[src/rtl/led_ctrl_pkg.sv]
// Shared constants for the LED blink path: board clock, debounce defaults,
// rate-select encoding of {o_switch_1,o_switch_2} and the enable FSM states.
package led_ctrl_pkg;

  localparam int unsigned CLK_FREQ_HZ             = 25_000_000;
  // 10 ms of stable input at the board clock.
  localparam int unsigned DEFAULT_DEBOUNCE_CYCLES = CLK_FREQ_HZ / 100;
  localparam int unsigned DEFAULT_SYNC_STAGES     = 2;

  typedef logic [1:0] rate_sel_t;

  localparam rate_sel_t SEL_100HZ = 2'b00;
  localparam rate_sel_t SEL_50HZ  = 2'b01;
  localparam rate_sel_t SEL_10HZ  = 2'b10;
  localparam rate_sel_t SEL_1HZ   = 2'b11;

  typedef enum logic {
    EN_IDLE    = 1'b0,
    EN_PRESSED = 1'b1
  } en_state_t;

endpackage

[src/rtl/debounce_channel.sv]
// One input channel: SYNC_STAGES synchroniser, saturating debounce counter
// and the registered stable level.
module debounce_channel
  import led_ctrl_pkg::*;
#(
  parameter int unsigned DEBOUNCE_CYCLES = DEFAULT_DEBOUNCE_CYCLES,
  parameter int unsigned SYNC_STAGES     = DEFAULT_SYNC_STAGES
) (
  input  logic i_clock,
  input  logic i_reset_n,
  input  logic i_raw,
  output logic o_stable,
  output logic o_changing
);

  localparam int unsigned       CNT_W = $clog2(DEBOUNCE_CYCLES);
  localparam logic [CNT_W-1:0]  TERM  = CNT_W'(DEBOUNCE_CYCLES - 1);

  logic [SYNC_STAGES-1:0] sync;
  logic [CNT_W-1:0]       cnt;
  logic                   stable;
  logic                   s;

  assign s        = sync[SYNC_STAGES-1];
  assign o_stable = stable;

  // High in the cycle before stable flips, so a downstream register can
  // pulse in the same cycle the stable level changes.
  always_comb begin
    o_changing = (s != stable) && (cnt == TERM);
  end

  always_ff @(posedge i_clock or negedge i_reset_n) begin
    if (!i_reset_n) begin
      sync   <= '0;
      cnt    <= '0;
      stable <= 1'b0;
    end else begin
      sync <= {sync[SYNC_STAGES-2:0], i_raw};
      if (s == stable) begin
        cnt <= '0;
      end else if (cnt == TERM) begin
        stable <= s;
        cnt    <= '0;
      end else begin
        cnt <= cnt + 1'b1;
      end
    end
  end

endmodule

[src/rtl/switch_debounce_ctrl.sv]
// Conditions the rate-select switches and enable button for the blink driver.
// Optional o_sel_change pulse built only with SWITCH_DEBOUNCE_SEL_CHANGE_PULSE_EN.
module switch_debounce_ctrl
  import led_ctrl_pkg::*;
#(
  parameter int unsigned DEBOUNCE_CYCLES = DEFAULT_DEBOUNCE_CYCLES,
  parameter int unsigned SYNC_STAGES     = DEFAULT_SYNC_STAGES
) (
  input  logic i_clock,
  input  logic i_reset_n,
  input  logic i_sw_1_raw,
  input  logic i_sw_2_raw,
  input  logic i_enable_btn_raw,
  output logic o_switch_1,
  output logic o_switch_2,
  output logic o_enable,
  output logic o_sel_change
);

  logic      btn_stable;
  logic      sw_1_chg;
  logic      sw_2_chg;
  logic      unused_btn_chg;
  en_state_t state;

  debounce_channel #(.DEBOUNCE_CYCLES(DEBOUNCE_CYCLES), .SYNC_STAGES(SYNC_STAGES)) u_sw_1 (
    .i_clock    (i_clock),
    .i_reset_n  (i_reset_n),
    .i_raw      (i_sw_1_raw),
    .o_stable   (o_switch_1),
    .o_changing (sw_1_chg)
  );

  debounce_channel #(.DEBOUNCE_CYCLES(DEBOUNCE_CYCLES), .SYNC_STAGES(SYNC_STAGES)) u_sw_2 (
    .i_clock    (i_clock),
    .i_reset_n  (i_reset_n),
    .i_raw      (i_sw_2_raw),
    .o_stable   (o_switch_2),
    .o_changing (sw_2_chg)
  );

  debounce_channel #(.DEBOUNCE_CYCLES(DEBOUNCE_CYCLES), .SYNC_STAGES(SYNC_STAGES)) u_btn (
    .i_clock    (i_clock),
    .i_reset_n  (i_reset_n),
    .i_raw      (i_enable_btn_raw),
    .o_stable   (btn_stable),
    .o_changing (unused_btn_chg)
  );

  // Toggle on each debounced press; holding or releasing never toggles.
  always_ff @(posedge i_clock or negedge i_reset_n) begin
    if (!i_reset_n) begin
      state    <= EN_IDLE;
      o_enable <= 1'b0;
    end else begin
      case (state)
        EN_IDLE: begin
          if (btn_stable) begin
            state    <= EN_PRESSED;
            o_enable <= ~o_enable;
          end
        end
        EN_PRESSED: begin
          if (!btn_stable) begin
            state <= EN_IDLE;
          end
        end
        default: state <= EN_IDLE;
      endcase
    end
  end

`ifdef SWITCH_DEBOUNCE_SEL_CHANGE_PULSE_EN
  always_ff @(posedge i_clock or negedge i_reset_n) begin
    if (!i_reset_n) begin
      o_sel_change <= 1'b0;
    end else begin
      o_sel_change <= sw_1_chg | sw_2_chg;
    end
  end
`else
  logic unused_sel_chg;
  assign unused_sel_chg = sw_1_chg | sw_2_chg;
  assign o_sel_change   = 1'b0;
`endif

endmodule
[config.mk]
export PLATFORM = sky130hd
export DESIGN_NAME = switch_debounce_ctrl
export DESIGN_NICKNAME = d
export VERILOG_FILES = /design/src/rtl/led_ctrl_pkg.sv /design/src/rtl/debounce_channel.sv /design/src/rtl/switch_debounce_ctrl.sv
export SDC_FILE = /design/constraint.sdc
export NUM_CORES = 1
export LEC_CHECK = 0
export CAP_MARGIN = 30
export CORE_MARGIN = 2
export CORE_UTILIZATION = 67
export DETAILED_ROUTE_END_ITERATION = 8
export DONT_BUFFER_PORTS = 1
export PLACE_DENSITY = 0.83
export SLEW_MARGIN = 20
export SYNTH_ARGS = -nofsm -noshare
export SYNTH_HDL_FRONTEND = slang
export SYNTH_SLANG_ARGS = --single-unit
[constraint.sdc]
create_clock -name i_clock -period 5.2 [get_ports i_clock]
set_input_delay 1.04 -clock i_clock [delete_from_list [all_inputs] [get_ports i_clock]]
set_output_delay 1.04 -clock i_clock [all_outputs]
set_load 0.01 [all_outputs]
==> results of run 1 <==
area by class of cell:
class                      count  area (µm²)  share of cell area
tap                           52        65.1              0.0199
sequential                    65        1630               0.497
clock inverter                 6        42.5              0.0130
multi-input combinational    217        1360               0.415
timing repair buffer           2        22.5             0.00688
inverter                       5        18.8             0.00574
clock buffer                  10         138              0.0421
worst max-delay path: stages, from the launching register on:
cell and delay [ps]:
dfrtp_1 460, or4b_1 550, or4_4 550, o21ai_4 410, nor2_1 110
cells in the mapped netlist:
cell type / instances / share of area
o21ai_0: 4 / 0.0065
conb_1: 1 / 0.0012
or4b_1: 1 / 0.0033
xor2_1: 21 / 0.060
xnor2_1: 24 / 0.069
inv_1: 5 / 0.0061
dfrtp_1: 65 / 0.53
and4_1: 8 / 0.023
a21oi_1: 7 / 0.011
nand3_1: 15 / 0.024
nor3b_1: 1 / 0.0025
or4_4: 1 / 0.0037
nor4bb_1: 1 / 0.0033
buf_6: 2 / 0.0073
ha_1: 3 / 0.012
clkbuf_1: 8 / 0.0098
buf_4: 1 / 0.0025
o31ai_1: 3 / 0.0073
and3_1: 6 / 0.012
and2_1: 3 / 0.0061
nand2b_1: 2 / 0.0041
o31ai_2: 1 / 0.0041
nand4_1: 19 / 0.039
nor2_1: 54 / 0.066
or3_1: 4 / 0.0082
o21ai_1: 1 / 0.0016
nand2_1: 13 / 0.016
nor4_1: 8 / 0.016
nor3_1: 5 / 0.0082
o21ai_4: 1 / 0.0053
nor4b_1: 1 / 0.0029
mux2_2: 3 / 0.011
nand4b_1: 1 / 0.0029
or4_1: 5 / 0.012
metrics by stage:
stage          hold slack [ps]  std cells
6_report                   357        357
5_1_grt                    364        357
4_1_cts                    361        357
3_5_place_dp               337        341
3_3_place_gp               335        339
2_1_floorplan              331        298
cells by family after synthesis:
group | Yosys count | share of synthesized area
buffers and inverters | 16 | 0.0257
adders and majority gates | 3 | 0.0123
other | 1 | 0.00122
muxes | 3 | 0.0110
xor gates and xnor gates | 45 | 0.129
AOI/OAI and AO/OA | 17 | 0.0363
and+or+nand+nor | 148 | 0.254
DFF | 65 | 0.531
placed cells by master (no fill, tap or decap), drive strengths merged, types with 4 or more instances in the layout:
master,Yosys,routed
a21oi,7,7
nand3,15,15
and4,8,8
nand4,19,19
o21ai,6,6
clkbuf,8,10
xor2,21,21
nor4,8,8
nor3,5,5
or4,6,6
nand2,13,13
and3,6,6
xnor2,24,24
o31ai,4,4
inv,5,6
or3,4,4
nor2,54,54
dfrtp,65,65
where the power goes:
part	internal, mW	switching, mW	leakage (nW)
clock	0.186	0.198	0.0887
sequential	0.513	0.00655	0.887
combinational	0.00787	0.0124	0.393
flip-flops by register name (all words and copies together), names as in the netlist:
register         count
u_sw_1.sync          2
u_sw_1.cnt          18
state                1
u_btn.sync           2
u_btn.o_stable       1
u_sw_2.o_stable      1
u_sw_1.o_stable      1
u_btn.cnt           18
u_sw_2.sync          2
o_enable             1
u_sw_2.cnt          18
metal layers:
layer / vias up / part of all wire / track usage
met2: 63 / 0.48 / 0.363
met5: - / 0 / 0
met1: 1053 / 0.45 / 0.300
met4: 0 / 0.016 / 0.0755
met3: 16 / 0.054 / 0.0858
li1: 1045 / - / -
worst max path at each step:
stage	end	slack [ps]	startpoint
finish	u_sw_1.cnt[11]	2990	u_sw_1.cnt[4]
global route	u_sw_1.cnt[16]	2870	u_sw_1.cnt[6]
CTS	u_sw_1.cnt[11]	2990	u_sw_1.cnt[4]
detailed placement	u_sw_1.cnt[11]	3000	u_sw_1.cnt[4]
global placement	u_sw_1.cnt[10]	3040	u_sw_1.cnt[4]
floorplan	u_sw_1.o_stable	3140	u_sw_1.cnt[4]
==> results.cfg, run 1 <==
[timing]
skew_ps = 7.41
slew-limit-headroom = 0.562
fmax_mhz = 452
drv_slew = 0
finalHoldViolations = 0
worstMarginPinSlew_ps = 653
period_minus_slack_ps = 2210
setup_viol = 0
rsz0062_at_grt = no
timing.final.ws_setup_ps = 2990
tns_ps = 0
period_share = 0.425

[worst_setup_path]
worstPathRequired_ps = 5410
cp-start-kind = flip-flop
r2r_cells = 4
r2r_slack_ps = 2990
criticalPathCategory = reg -> reg
crit_path_end_kind = flip-flop
path_max_fanout = 18
timing.rr.start = u_sw_1.cnt[4]
r2r-end = u_sw_1.cnt[11]
cp.arrival_ps = 2420

[clock_tree]
cts_sinks = 65
clkTransAtPathRegs_ps = 70
cts_htree_levels = 3
clockRootBuffer = clkbuf_8
cts_buffers = 9
cts_tree = done
clk-insertion-delay-late_ps = 340
post_cts_resized = 0
cts_buffer_depth = 2
hold_buffers = 0
cts_setup_buffers = 0

[floorplan]
fp.dieH_um = 71.6
core_area_mm2 = 0.00438
fp.dieW_um = 71.6
num_rows = 24
initial_core_util = 0.699
die_area_mm2 = 0.00513
num_io_pins = 9

[pwr]
total_power_mw = 0.925
leakage_nw = 1.37
max-vdd-ir-drop_v = 0.000189
powerDensity_mw_per_mm2 = 283

[min_path]
min_from = u_sw_1.sync[0]
hold_path.class = reg -> reg
min_to = u_sw_1.sync[1]
hold_depth = 0

[routing]
drc_errors = 0
wirelength_mm = 5.35
dr.pass1.iters = 4
drtIter0Drc = 144
routedWlPerCell_um = 15.0
vias_per_cell = 6.10
vias = 2177
ant_nets = 0

[place]
gp_congestion = 0.827
place_hpwl_mm = 3.54
numPortBuffers = 0
dp_slack_ps = 3000
dpl_cell_area_mm2 = 0.00309

[finish]
final_nets = 308
finish.utilization = 0.746
final.fill_count = 298
syn2layout_area_growth_pct = 6.78
antennaDiodeCount = 0
finalInstanceArea_mm2 = 0.00327
drive_above_1_share = 0.0787

[global_route]
antenna_found_initial = 0
grt_max_degree = 66
overflow = 0
grt_pass1_vias = 2006
grt_pass1_wl_mm = 9.11
grt_usage = 0.231

[synth]
synth_area_mm2 = 0.00306
syn_area_per_cell_um2 = 10.3
yosys_warnings = 0
ys_seq_elements = 65
ys_types = 34
syn-num-nets = 306
synth_seq_area_share = 0.531
syn-instance-count = 298

[status]
outcome = finished, final reports clean

[run]
drv_cap = 0
Power figures use the tool's default switching activity.
==> run 2: changes to the inputs <==
CORE_UTILIZATION = 63   (was 67)
PLACE_DENSITY = 0.79   (was 0.83)
clock period = 2.1 ns   (was 5.2 ns; I/O delays follow)
==> run 2 against run 1 <==
Cell area is 2.8% higher. Core utilization is 3.0 points lower. Via count is 1.1% lower. Wire length hardly changed. Critical path depth stayed put. Total power is 150% higher. Largest power group unchanged. Global-route usage is 0.14 points higher. Largest cell class unchanged. Die area is 6.0% higher. Cell count is 3.1% higher. Sequential power is 150% higher. Register-to-register slack worse by 2900 ps. Highest routed layer unchanged.
==> results.cfg, run 2 (synthesized netlist as in run 1, its figures left out) <==
[clock_tree]
hold_buffers = 2
cts_tree = done
cts_setup_buffers = 0
cts_buffer_depth = 2
clk-insertion-delay-late_ps = 350
cts_buffers = 9
post_cts_resized = 0
cts_sinks = 65
clkTransAtPathRegs_ps = 70
cts_htree_levels = 3
clockRootBuffer = clkbuf_8

[pwr]
powerDensity_mw_per_mm2 = 682
total_power_mw = 2.29
leakage_nw = 1.42
max-vdd-ir-drop_v = 0.000573

[place]
place_hpwl_mm = 3.53
numPortBuffers = 0
gp_congestion = 0.831

[worst_setup_path]
crit_slowest_cell = or4_4
crit_start = u_sw_1.cnt[6]
r2r_slack_ps = 100
cp-start-kind = flip-flop
timing.rr.start = u_sw_1.cnt[6]
r2r_cells = 4
critPathCapture = u_sw_1.o_stable
worstPathRequired_ps = 2330
path_max_fanout = 2
criticalPathCategory = reg -> reg
slowest_delay_ps = 540
crit_path_end_kind = flip-flop
r2r-end = u_sw_1.o_stable
cp.arrival_ps = 2230
path_cells = or4b_1 -> or4_4 -> nor2_1 -> mux2_2

[timing]
period_minus_slack_ps = 2000
rsz0062_at_grt = no
fmax_mhz = 500
setup_viol = 0
skew_ps = 7.49
drv_slew = 0
tns_ps = 0
period_share = 0.953
finalHoldViolations = 0

[min_path]
hold_path.class = in -> reg
min_from = i_sw_2_raw

[routing]
drc_errors = 0
vias = 2153
vias_per_cell = 5.85
ant_nets = 0
drtIter0Drc = 200
dr.pass1.iters = 4
wirelength_mm = 5.35
routedWlPerCell_um = 14.5

[finish]
reg_top3 = u_btn.cnt: 18 flops, u_sw_1.cnt: 18 flops, u_sw_2.cnt: 18 flops
layout_commonest_cell = dfrtp_1
drive_above_1_share = 0.0987
syn2layout_area_growth_pct = 9.72
antennaDiodeCount = 0
final_nets = 317
finish.utilization = 0.717
layout_common_cells = dfrtp_1 (65), nor2_1 (54), xnor2_1 (24), xor2_1 (21), nand4_1 (19)

[run]
drv_cap = 0

[global_route]
overflow = 0
grt_max_degree = 66
grt_usage = 0.232
grt_pass1_wl_mm = 9.31
antenna_found_initial = 0
grt_pass1_vias = 2071

[floorplan]
initial_core_util = 0.653
fp.dieH_um = 73.7
fp.dieW_um = 73.7
num_io_pins = 9
num_rows = 25
die_area_mm2 = 0.00544
core_area_mm2 = 0.00469

[status]
outcome = finished, final reports clean
[run 2: worst min path at each step]
stage	endpoint	slack [ps]	depth (start not counted)
2_1_floorplan	o_enable	120	0
3_3_place_gp	u_sw_1.cnt[8]	130	0
3_5_place_dp	u_sw_2.o_stable	130	0
4_1_cts	u_sw_2.sync[0]	80	0
5_1_grt	u_sw_2.sync[0]	70	0
6_report	u_sw_2.sync[0]	100	0
[run 2: routing by layer]
layer	GRT usage	vias to the layer above	share of wire
met5	0	-	0
met4	0.0869	0	0.016
met3	0.103	10	0.042
met2	0.359	34	0.48
met1	0.288	1047	0.46
li1	-	1062	-
[run 2: critical path, delay by kind of cell (launching register included)]
family / cells / cell delay [ps]
AND/OR/NAND/NOR: 3 / 1170
flip-flops: 1 / 380
multiplexers: 1 / 330
[run 2: power breakdown]
group / internal [mW] / switching, mW
registers: 1.27 / 0.0157
clock network: 0.455 / 0.465
logic: 0.0300 / 0.0551
total: 1.76 / 0.536
[run 2: final cells by class]
type / count / area [µm²]
clock buffers: 11 / 141
clock inverters: 5 / 31.3
fillers: 345 / 1330
inverters: 5 / 18.8
multi-input cells: 217 / 1360
flip-flops and latches: 65 / 1630
well taps: 54 / 67.6
repair buffers: 11 / 118
[run 2: per-stage QoR]
stage | setup slack [ps] | area (µm²) | std cells | hold slack [ps]
floorplan | 40.8 | 3060 | 298 | 124
global placement | 134 | 3150 | 350 | 126
detailed placement | 107 | 3150 | 350 | 126
CTS | 82.8 | 3360 | 368 | 78.6
global route | 38.2 | 3360 | 368 | 66.8
finish | 98.3 | 3360 | 368 | 97.3
==> run 3: changes to the inputs <==
PLACE_DENSITY = not set   (was 0.79)
PLACE_DENSITY_LB_ADDON = 0.2   (was not set)
==> run 3 against run 2 <==
Critical path depth did not move. Clock skew rose by 1.3 ps. Critical endpoint unchanged. Via count rose by 0.98%. Setup slack improved by 2.0 ps. Sequential share of layout area fell by 0.66 points. Sequential cell count did not move. Fmax barely moved. Total power rose by 9.8%. Wire length fell by 4.2%. Sequential power barely moved. Cell count did not move.
==> results.cfg, run 3 (synthesized netlist as in run 1, its figures left out) <==
[timing]
skew_ps = 8.81
finalHoldViolations = 0
drv_slew = 0
hold_slack_ps = 105
tns_ps = 0
setup_viol = 0
timing.final.ws_setup_ps = 100
period_minus_slack_ps = 2000
fmax_mhz = 500
period_share = 0.952
rsz0062_at_grt = no

[pwr]
p_sw_frac = 0.215
internal_power_mw = 1.98
comb_power_share = 0.034
powerDensity_mw_per_mm2 = 739
seqPwrFrac = 0.511
power_switching_mw = 0.542
power_frac_clock = 0.455
max-vdd-ir-drop_v = 0.000561
leakage_nw = 1.44
total_power_mw = 2.52

[clock_tree]
hold_buffers = 2
clk-insertion-delay-late_ps = 340
post_cts_resized = 0
cts_sinks = 65
clockRootBuffer = clkbuf_8
clkTransAtPathRegs_ps = 70
cts_tree = done
cts_htree_levels = 3
cts_buffer_depth = 2
cts_setup_buffers = 0
cts_buffers = 9

[worst_setup_path]
crit_buf_inv = 0
cp.arrival_ps = 2220
criticalPathCategory = reg -> reg
crit_slowest_cell = or4_4
path_cells = or4b_1 -> or4_4 -> nor2_1 -> mux2_2
crit_path_end_kind = flip-flop
r2r_cells = 4
path_max_fanout = 2
slowest_delay_ps = 550
worstPathRequired_ps = 2320
cp-start-kind = flip-flop
crit_cells = 4
path_delay_family = simple AND/OR/NAND/NOR gates

[place]
place_hpwl_mm = 3.33
numPortBuffers = 0
gp_congestion = 0.836
dpl_cell_area_mm2 = 0.00315
dp_slack_ps = 109

[routing]
routedWlPerCell_um = 13.9
wirelength_mm = 5.13
vias = 2174
wl_met1_mm = 2.35
route.met3.wl_um = 240
routed.top_layer = met4
vias_per_cell = 5.91
ant_nets = 0
met2WireLength_mm = 2.46
drtIter0Drc = 150
dr.pass1.iters = 4
drc_errors = 0

[finish]
antennaDiodeCount = 0
layout_common_cells = dfrtp_1 (65), nor2_1 (54), xnor2_1 (24), xor2_1 (21), nand4_1 (19)
finalInstanceArea_mm2 = 0.00341
drive_above_1_share = 0.0987
final_nets = 317
syn2layout_area_growth_pct = 11.2
reg_top3 = u_btn.cnt: 18 flops, u_sw_1.cnt: 18 flops, u_sw_2.cnt: 18 flops
layout_commonest_cell = dfrtp_1

[floorplan]
num_rows = 25
initial_core_util = 0.653
core_area_mm2 = 0.00469
die_area_mm2 = 0.00544
fp.dieW_um = 73.7
num_io_pins = 9
fp.dieH_um = 73.7

[global_route]
antenna_found_initial = 0
grt_max_degree = 66
grt_usage = 0.221
overflow = 0
grt_pass1_wl_mm = 9.00
grt_pass1_vias = 2071

[run]
drv_cap = 0

[min_path]
hold_path.class = in -> reg
hold_depth = 0

[status]
outcome = finished, final reports clean
[run 3: cell type report]
cell class | count | area, µm²
clock buffer | 10 | 128
sequential | 65 | 1630
multi-input combinational | 217 | 1360
clock inverter | 6 | 91.3
timing repair buffer | 11 | 118
tap | 54 | 67.6
fill | 336 | 1280
inverter | 5 | 18.8
[run 3: metal layers]
layer / up-vias / global-route usage
met3: 8 / 0.0919
met4: 0 / 0.0788
met2: 50 / 0.354
met5: - / 0
met1: 1048 / 0.267
li1: 1068 / -
[run 3: power groups by stage]
stage,registers [mW],clock network [mW],logic (mW)
2_1_floorplan,1.31,0,0.0421
3_3_place_gp,1.31,0,0.0537
3_5_place_dp,1.31,0,0.0552
4_1_cts,1.29,1.17,0.0876
5_1_grt,1.29,1.24,0.0998
6_report,1.29,1.15,0.0845
[run 3: worst register-to-register path, delay by kind of cell (launching register included)]
kind / cells / cell delay [ps]
and+or+nand+nor: 3 / 1180
muxes: 1 / 330
DFF: 1 / 390
[run 3: path summary, 6_finish.rpt]
| kind | slack [ps] | endpoint | start |
|---|---|---|---|
| min in group asynchronous | 620 | u_sw_1.cnt[2] | i_reset_n |
| max | 100 | u_sw_1.o_stable | u_sw_1.cnt[4] |
| max reg2reg | 100 | u_sw_1.o_stable | u_sw_1.cnt[4] |
| max in group asynchronous | 1240 | u_sw_2.cnt[2] | i_reset_n |
| min | 110 | u_btn.sync[0] | i_enable_btn_raw |
| min reg2reg | 350 | u_sw_2.sync[1] | u_sw_2.sync[0] |
[run 3: stage by stage]
| step | util | instances |
|---|---|---|
| final | 0.726 | 368 |
| after global routing | 0.726 | 368 |
| after CTS | 0.726 | 368 |
| after detailed placement | 0.672 | 350 |
| after global placement | 0.672 | 350 |
| after floorplan | - | 298 |
